$ cat config.mk
export PLATFORM = sky130hd
export DESIGN_NAME = main_run_sequencer
export DESIGN_NICKNAME = d
export VERILOG_FILES = /design/src/rtl/main_seq_pkg.sv /design/src/rtl/seq_cycle_counter.sv /design/src/rtl/main_run_sequencer.sv
export SDC_FILE = /design/constraint.sdc
export NUM_CORES = 1
export LEC_CHECK = 0
export CORE_AREA = 2 2 173 175
export CTS_CLUSTER_SIZE = 25
export DETAILED_ROUTE_END_ITERATION = 8
export DIE_AREA = 0 0 175 177
export GPL_ROUTABILITY_DRIVEN = 0
export GPL_TIMING_DRIVEN = 0
export MAX_ROUTING_LAYER = met4
export PLACE_DENSITY = 0.67
export SLEW_MARGIN = 10
export SYNTH_ARGS = -nofsm -noshare
export SYNTH_HDL_FRONTEND = slang
export SYNTH_SLANG_ARGS = --single-unit
$ cat constraint.sdc
create_clock -name clock -period 4.1 [get_ports clock]
set_input_delay 0.82 -clock clock [delete_from_list [all_inputs] [get_ports clock]]
set_output_delay 0.82 -clock clock [all_outputs]
set_load 0.01 [all_outputs]
$ cat src/rtl/main_seq_pkg.sv
// main_seq_pkg: shared encodings for the main accelerator run sequencer
package main_seq_pkg;
    typedef enum logic [1:0] {OP_WRITE = 2'd0, OP_RUN = 2'd1, OP_READ = 2'd2, OP_BAD = 2'd3} op_e;
    typedef enum logic [1:0] {ST_OK = 2'd0, ST_TIMEOUT = 2'd1, ST_HUNG = 2'd2, ST_BADOP = 2'd3} status_e;
    typedef enum logic [2:0] {IDLE, MEM_REQ, MEM_WAIT, RUN_START, RUN_WAIT, RESP} state_e;
    localparam int NUM_CH = 2;
    localparam int CH0 = 0;
endpackage

$ cat src/rtl/seq_cycle_counter.sv
// seq_cycle_counter: loadable saturating up-counter with a limit compare
module seq_cycle_counter #(
    parameter int CNT_W = 32
) (
    input  logic             clock,
    input  logic             reset,
    input  logic             load,
    input  logic             inc,
    input  logic [CNT_W-1:0] load_val,
    input  logic [CNT_W-1:0] limit,
    output logic [CNT_W-1:0] count,
    output logic             at_limit
);
    always_ff @(posedge clock or negedge reset)
        if (!reset) count <= '0;
        else if (load) count <= load_val;
        else if (inc && count != '1) count <= count + CNT_W'(1);
    assign at_limit = count >= limit;
endmodule

$ cat src/rtl/main_run_sequencer.sv
// main_run_sequencer: command-driven write/run/read sequencer for the main accelerator
module main_run_sequencer
    import main_seq_pkg::*;
#(
    parameter int ADDR_W = 9,
    parameter int DATA_W = 64,
    parameter int SIZE_W = 7,
    parameter int CNT_W = 32,
    parameter int unsigned RUN_TIMEOUT = 200000000,
    parameter int unsigned MEM_TIMEOUT = 16,
    localparam int RSP_W = (DATA_W > CNT_W) ? DATA_W : CNT_W
) (
    input  logic                     clock,
    input  logic                     reset,
    input  logic                     cmd_valid,
    output logic                     cmd_ready,
    input  logic [1:0]               cmd_op,
    input  logic [ADDR_W-1:0]        cmd_addr,
    input  logic [DATA_W-1:0]        cmd_data,
    input  logic [SIZE_W-1:0]        cmd_size,
    output logic                     rsp_valid,
    input  logic                     rsp_ready,
    output logic [RSP_W-1:0]         rsp_data,
    output logic [1:0]               rsp_status,
    output logic                     start_port,
    input  logic                     done_port,
    output logic [NUM_CH-1:0]        S_oe_ram,
    output logic [NUM_CH-1:0]        S_we_ram,
    output logic [NUM_CH*ADDR_W-1:0] S_addr_ram,
    output logic [NUM_CH*DATA_W-1:0] S_Wdata_ram,
    output logic [NUM_CH*SIZE_W-1:0] S_data_ram_size,
    input  logic [NUM_CH*DATA_W-1:0] Sout_Rdata_ram,
    input  logic [NUM_CH-1:0]        Sout_DataRdy
);
    if (CNT_W < 64 && 64'(RUN_TIMEOUT) >= (64'd1 << CNT_W)) begin : g_bad_timeout
        $error("RUN_TIMEOUT must be below 2**CNT_W");
    end
    state_e state, state_nx;
    op_e op_q;
    logic [ADDR_W-1:0] addr_q;
    logic [DATA_W-1:0] data_q;
    logic [SIZE_W-1:0] size_q;
    logic hung;
    logic mem_req;
    logic [CNT_W-1:0] count;
    logic at_limit;
    logic rdy;
    logic unused_in;
    assign unused_in = ^{Sout_Rdata_ram[NUM_CH*DATA_W-1:DATA_W], Sout_DataRdy[NUM_CH-1:1]};
    assign rdy = Sout_DataRdy[CH0];
    always_comb begin
        state_nx = state;
        case (state)
            IDLE:      if (cmd_valid) state_nx = (hung || cmd_op == OP_BAD) ? RESP : (cmd_op == OP_RUN) ? RUN_START : MEM_REQ;
            MEM_REQ:   state_nx = MEM_WAIT;
            MEM_WAIT:  if (rdy || at_limit) state_nx = RESP;
            RUN_START: state_nx = RUN_WAIT;
            RUN_WAIT:  if (done_port || at_limit) state_nx = RESP;
            RESP:      if (rsp_ready) state_nx = IDLE;
            default:   state_nx = IDLE;
        endcase
    end
    always_ff @(posedge clock or negedge reset)
        if (!reset) state <= IDLE;
        else state <= state_nx;
    // Response registers are written on every wait cycle; the value on the exit cycle is what RESP holds.
    always_ff @(posedge clock or negedge reset)
        if (!reset) begin
            hung <= 1'b0;
            op_q <= OP_WRITE;
            addr_q <= '0;
            data_q <= '0;
            size_q <= '0;
            rsp_data <= '0;
            rsp_status <= ST_OK;
        end else begin
            if (state == IDLE && cmd_valid) begin
                op_q <= op_e'(cmd_op);
                addr_q <= cmd_addr;
                data_q <= cmd_data;
                size_q <= cmd_size;
                if (hung || cmd_op == OP_BAD) begin
                    rsp_data <= '0;
                    rsp_status <= hung ? ST_HUNG : ST_BADOP;
                end
            end
            if (state == MEM_WAIT) begin
                rsp_data <= (rdy && op_q == OP_READ) ? RSP_W'(Sout_Rdata_ram[DATA_W-1:0]) : '0;
                rsp_status <= rdy ? ST_OK : ST_TIMEOUT;
            end
            if (state == RUN_WAIT) begin
                rsp_data <= done_port ? RSP_W'(count + CNT_W'(1)) : RSP_W'(RUN_TIMEOUT);
                rsp_status <= done_port ? ST_OK : ST_TIMEOUT;
                hung <= hung | (!done_port & at_limit);
            end
        end
    // The counter holds completed cycles, so the run limit sits one below RUN_TIMEOUT.
    seq_cycle_counter #(.CNT_W(CNT_W)) u_cnt (
        .clock,
        .reset,
        .load(state == MEM_REQ || state == RUN_START),
        .inc(state == MEM_WAIT || state == RUN_WAIT),
        .load_val(CNT_W'(1)),
        .limit(state == RUN_WAIT ? CNT_W'(RUN_TIMEOUT - 1) : CNT_W'(MEM_TIMEOUT)),
        .count,
        .at_limit
    );
    assign mem_req = state == MEM_REQ;
    assign cmd_ready = state == IDLE;
    assign rsp_valid = state == RESP;
    assign start_port = state == RUN_START;
    assign S_we_ram = NUM_CH'(mem_req && op_q == OP_WRITE);
    assign S_oe_ram = NUM_CH'(mem_req && op_q == OP_READ);
    assign S_addr_ram = mem_req ? (NUM_CH*ADDR_W)'(addr_q) : '0;
    assign S_Wdata_ram = mem_req ? (NUM_CH*DATA_W)'(data_q) : '0;
    assign S_data_ram_size = mem_req ? (NUM_CH*SIZE_W)'(size_q) : '0;
endmodule
==> summary.md, run 1 <==
| Metric | Value |
|---|---|
| Vias post-DR | 8807 |
| Synth Area in Compound Gates | 12.6% |
| Mux share of post-synthesis cell area | 0.103% |
| GRT Residual Overflow | 0 |
| Die Height | 177 µm |
| Final hold viol count | 0 |
| Syn Std Cell Area | 9680 µm² |
| Share of the synthesized area in the top cell type | 47.6% |
| Largest family of logic cells by synthesized area | simple AND/OR/NAND/NOR gates |
| Number of global-route vias before repair | 8463 |
| Least-Margin Pin Slew | 847 ps |
| Htree depth | 4 |
| Wire per inst | 16.6 µm |
| Relative slew slack | 43.4% |
| Maximum clock path buffer count | 2 |
| WP data arrival | 2980 ps |
| FFs w/ async S/R, synth | 100% |
| DR vias/cell | 4.69 |
| Placed standard-cell area | 13600 µm² |
| Share of cells above drive strength 1 | 9.49% |
| EDFF count, synth | 0 |
| Placed wire-length estimate | 24.3 mm |
| Post-Place Cells | 1844 |
| Placeable core region | 29200 µm² |
| Status | finished, final reports clean |
| Post-synth cell types | 61 |
| Top Ports | 450 |
| Crit Path Class | reg2out |
| Pleak | 0.00664 µW |
| Peak Freq | 263 MHz |
| #FFs+latches synth | 184 |
| Power Density | 557 nW/µm² |
| Worst VDD drop | 338 µV |
| Initial core utilization | 33.1% |
| Largest net degree at the start of global routing | 75 |
| Max_cap viols | 0 |
| Die Wd | 175 µm |
| First-pass GRT wire length | 47.1 mm |
| Initial antenna violation count | 2 |
| Cell type with the largest total area after synthesis | dfrtp_1 |
| P&R area growth vs syn | 46.4% |
| CP endpoint kind | primary output |
| Hold_ws | 264 ps |
| Slew Limit Fails | 0 |
| CP startpoint kind | flip-flop |
| Postcts setup bufs | 0 |
| Number of nets with antenna violations after routing | 0 |
| Synth Area in XOR/XNOR | 2.62% |
| Post-route DRC | 0 |
| Synth Instances | 1068 |
| RSZ-0062 raised after global routing | false |
| Syn avg cell area | 9.06 µm² |
| GRT Overall Usage | 20.1% |
| Post-layout util | 48.4% |
| DR iter-0 viols | 551 |
| Ys Warns | 0 |
| Fin cells | 1877 |
| First drt pass iteration count | 5 |
| Tmin final | 3800 ps |
| Area share of fa/ha/maj cells after synthesis | 2.46% |
| Clock slew at reported path FFs | 80 ps |
| Top cells by area, synth | dfrtp_1 (48%), nand2_1 (11%), buf_4 (6.4%) |
| Simple-gate share of the synthesized area | 24.7% |
| CTS tree | done |
| Cell area after layout | 14200 µm² |
| Post-synth top cells | nand2_1 (277), dfrtp_1 (184), and2_1 (87) |
| TritonCTS Buffers | 17 |
| CTS sink count | 184 |
| Total wire length | 31.1 mm |
| Final Skew | 14.8 ps |
| Root buf cell | clkbuf_16 |
| Most common flop cell mapped by yosys | dfrtp_1 |
| Count leader, synth | nand2_1 |
| Worst-path maximum fanout | 10 |
| Net count, final | 1709 |
| Final period util | 92.7% |
| Setup tns final | 0 ps |
| Row Count | 63 |
| Post-synthesis sequential area ratio | 47.6% |
| Worst skew pair latency | 450 ps |
| Hold Crit Class | in2async |
| IO Port Bufs | 302 |
| Setup violators final | 0 |
| Worst EP required | 3280 ps |
| DIE AREA | 31000 µm² |
-- kinds of logic (layout without fill, tap and decap cells) --
| logic type | after synthesis | count (layout) |
|---|---|---|
| compound gates | 170 | 170 |
| xor+xnor | 29 | 29 |
| fa+ha+maj | 19 | 19 |
| buf+inv | 160 | 496 |
| flops | 184 | 184 |
| mux | 1 | 1 |
| other cells | 1 | 84 |
| simple gates | 504 | 504 |
-- placed cells by master, fill, tap and decap left out, types with 4 or more instances in the layout --
cell	count
or3_1	6
nand4_1	12
buf_1	8
a211oi_1	6
xor2_1	12
nand2_1	277
nor3_1	9
conb_1	82
xnor2_1	17
o211ai_1	6
a31oi_1	17
clkbuf_16	17
a21o_1	6
buf_2	9
dfrtp_1	184
nor4_1	4
a22o_1	32
nand2b_1	5
clkdlybuf4s50_1	301
and2_1	87
buf_4	82
clkbuf_1	45
a221oi_1	14
o21ai_1	15
a221o_1	6
and4_1	8
a22oi_1	13
ha_1	19
o21ai_0	17
a21oi_1	18
nand3_1	19
and3_1	8
buf_6	6
inv_1	14
nor2_1	52
-- critical path, cell delays in order, from the launching register on --
cell	delay, ps
dfrtp_1	400
buf_2	180
nand2b_1	330
nor2_2	450
clkbuf_1	430
and2_1	200
clkdlybuf4s50_1	550
-- layer usage --
layer	vias to the layer above	track usage, %	wire (µm)
met3	52	3.37	1870
met5	-	-	0
met4	0	7.05	780
met2	342	34.1	15500
li1	4250	-	-
met1	4163	24.4	13000
-- final cells by class --
type,instances,area (µm²)
tap,390,488
sequential,184,4600
clock inverter,11,149
fill,2815,15100
clock buffer,20,437
antenna,2,5.00
inverter,14,52.6
multi-input combinational,805,4430
timing repair buffer,305,3090
buffer,146,905
-- sequential cells by signal (all words and copies together), names as in the netlist --
signal / cells
data_q: 64
rsp_data: 64
u_cnt.count: 32
addr_q: 9
size_q: 7
state: 3
op_q: 2
rsp_status: 2
hung: 1
-- worst paths after layout --
check | startpoint | end | slack (ps) | cells past startpoint
setup / recovery | state[2]$_DFFE_PN0P_ | S_addr_ram[8] | 300 | 6
min in group clock | data_q[63]$_DFFE_PN0P_ | data_q[63]$_DFFE_PN0P_ | 470 | 2
hold reg to reg | data_q[63]$_DFFE_PN0P_ | data_q[63]$_DFFE_PN0P_ | 470 | 2
hold / removal | reset | rsp_data[28]$_DFFE_PN0P_ | 260 | 1
setup reg to reg | state[0]$_DFFE_PN0P_ | state[2]$_DFFE_PN0P_ | 880 | 11
max in group asynchronous | reset | data_q[57]$_DFFE_PN0P_ | 2780 | 3
-- metrics by stage --
step,total power (µW),setup slack (ps)
after floorplan,4650,1420
after global placement,6180,-5840
after detailed placement,6260,453
after CTS,7990,180
after global routing,8460,37.5
final,7900,300
-- what timing repair did --
item                       4_1_cts  5_1_grt
hold buffers                     0        0
gates resized for setup          1        0
setup endpoints to repair       15        0
-- power by group --
group / internal, µW / switching (µW)
logic: 1540 / 2010
clock network: 959 / 737
registers: 2360 / 291
Note: power is estimated with default switching activity, not from simulation.
==> run 2, diff against run 1 <==
==> constraint.sdc (replaced) <==
create_clock -name clock -period 4.7 [get_ports clock]
set_input_delay 0.47 -clock clock [delete_from_list [all_inputs] [get_ports clock]]
set_output_delay 0.47 -clock clock [all_outputs]
set_load 0.01 [all_outputs]
==> run 2 against run 1 <==
Effect of this change:
- register-to-register slack better by 580 ps
- wire length is 0.15% lower
- non-clock buffer count grew 1
- critical endpoint is now S_data_ram_size[4]
- highest routed layer unchanged
- combinational power down 13%
- utilization hardly changed
- first-iteration DRC count did not move
==> summary.md, run 2 (synthesis gave the netlist of run 1 again) <==
| Metric | Value |
|---|---|
| Largest net degree at the start of global routing | 75 |
| GRT Residual Overflow | 0 |
| Setup violators final | 0 |
| First-pass GRT wire length | 47.1 mm |
| Most frequent cells in the layout | clkdlybuf4s50_1 (301), nand2_1 (277), dfrtp_1 (184) |
| Vias post-DR | 8801 |
| P&R area growth vs syn | 46.4% |
| DR vias/cell | 4.69 |
| Tmin final | 3690 ps |
| CTS sink count | 184 |
| Worst EP required | 4230 ps |
| First drt pass iteration count | 6 |
| Initial core utilization | 33.1% |
| Number of global-route vias before repair | 8468 |
| Post-route DRC | 0 |
| TritonCTS Buffers | 17 |
| Postcts setup bufs | 0 |
| CP startpoint kind | flip-flop |
| Final period util | 78.4% |
| Top Ports | 450 |
| DR iter-0 viols | 551 |
| Htree depth | 4 |
| Slew Limit Fails | 0 |
| Reg2Reg Capture Point | state[2]$_DFFE_PN0P_ |
| RSZ-0062 raised after global routing | false |
| Hold path cells | 2 |
| Hold Crit Class | reg2reg |
| Post-layout util | 48.5% |
| CP endpoint kind | primary output |
| IO Port Bufs | 302 |
| Wire per inst | 16.6 µm |
| Flop2flop setup slack | 1460 ps |
| CTS tree | done |
| Status | finished, final reports clean |
| Setup WS pre-CTS | 1400 ps |
| Max_cap viols | 0 |
| Maximum clock path buffer count | 2 |
| Net count, final | 1710 |
| Multi-input gate area | 4430 µm² |
| Worst VDD drop | 295 µV |
| Worst-path maximum fanout | 10 |
| Tot Pwr | 6900 µW |
| Least-Margin Pin Slew | 831 ps |
| Clock slew at reported path FFs | 70 ps |
| Relative slew slack | 44.5% |
| Placed wire-length estimate | 24.3 mm |
| Number of nets with antenna violations after routing | 0 |
| Hold Path End | data_q[63]$_DFFE_PN0P_ |
| Worst Hold Launch | data_q[63]$_DFFE_PN0P_ |
| DIE AREA | 31000 µm² |
| Layout fillers | 2817 |
| Setup WS post-layout | 1010 ps |
| Root buf cell | clkbuf_16 |
| Initial antenna violation count | 2 |
| Register-to-Register Path Depth | 11 |
| Commonest non-fill, non-tap cell in the layout | clkdlybuf4s50_1 |
| # resized after CTS | 0 |
| Placeable core region | 29200 µm² |
| Crit Reg-Reg Startpoint | state[0]$_DFFE_PN0P_ |
| Power Density | 486 nW/µm² |
| Share of cells above drive strength 1 | 9.42% |
| WP data arrival | 3220 ps |
| Largest registers | data_q (64), rsp_data (64), u_cnt.count (32) |
| Worst skew pair latency | 450 ps |
| Row Count | 63 |
| Total wire length | 31.1 mm |
| Pleak | 0.00665 µW |
| Final Skew | 16.5 ps |
| Die Height | 177 µm |
| Final hold viol count | 0 |
| Die Wd | 175 µm |
| Setup tns final | 0 ps |
| Register Area | 4600 µm² |
| Peak Freq | 271 MHz |
| GRT Overall Usage | 20.1% |
| Crit Path Class | reg2out |
## run 2: cell types whose count changed in the layout (fill, tap and decap cells not counted), sizes merged
cell / change
dlygate4sd3: +1
## run 2: metrics by stage
step	hold WS [ps]	instances	area [µm²]
after floorplan	174	1149	9980
after global placement	449	1841	13500
after detailed placement	406	1844	13600
after CTS	471	1876	14200
after global routing	485	1878	14200
final	466	1878	14200
## run 2: worst max-delay path by stage
stage | startpoint | cells after the start | end | slack, ps
floorplan | state[0]$_DFFE_PN0P_ | 11 | state[2]$_DFFE_PN0P_ | 2020
global placement | reset | 1 | data_q[38]$_DFFE_PN0P_ | -4890
detailed placement | state[2]$_DFFE_PN0P_ | 6 | S_data_ram_size[4] | 1400
CTS | state[2]$_DFFE_PN0P_ | 6 | S_data_ram_size[4] | 910
global route | state[2]$_DFFE_PN0P_ | 6 | S_data_ram_size[4] | 740
finish | state[2]$_DFFE_PN0P_ | 6 | S_data_ram_size[4] | 1010
## run 2: critical path, stage by stage (launching register included)
cell and delay, ps:
dfrtp_1 400, buf_2 190, nand2b_1 320, nor2_1 670, clkbuf_1 420, and2_1 210
clkdlybuf4s50_1 560
## run 2: what timing repair did
action                                  CTS  global route
hold buffers                              1             0
endpoints found under the setup margin    0             0
endpoints found under the hold margin    48             0
## run 2: final cells by class
cell class | count | share of cell area, %
well taps | 390 | 3.44
clock buffers | 20 | 3.08
repair buffers | 306 | 21.9
inverters | 14 | 0.371
multi-input cells | 805 | 31.3
plain buffers | 146 | 6.38
diodes | 2 | 0.0353
clock inverters | 11 | 1.05
flip-flops and latches | 184 | 32.5
## run 2: layer usage
metal | routed length, µm | GRT usage [%]
met2 | 15500 | 34.0
met3 | 1850 | 3.37
met4 | 793 | 7.12
met1 | 12900 | 24.4
met5 | 0 | -
## run 2: power by group
part           switching, µW  internal, µW
logic                   1760          1340
registers                254          2060
clock network            647           837
total                   2660          4240
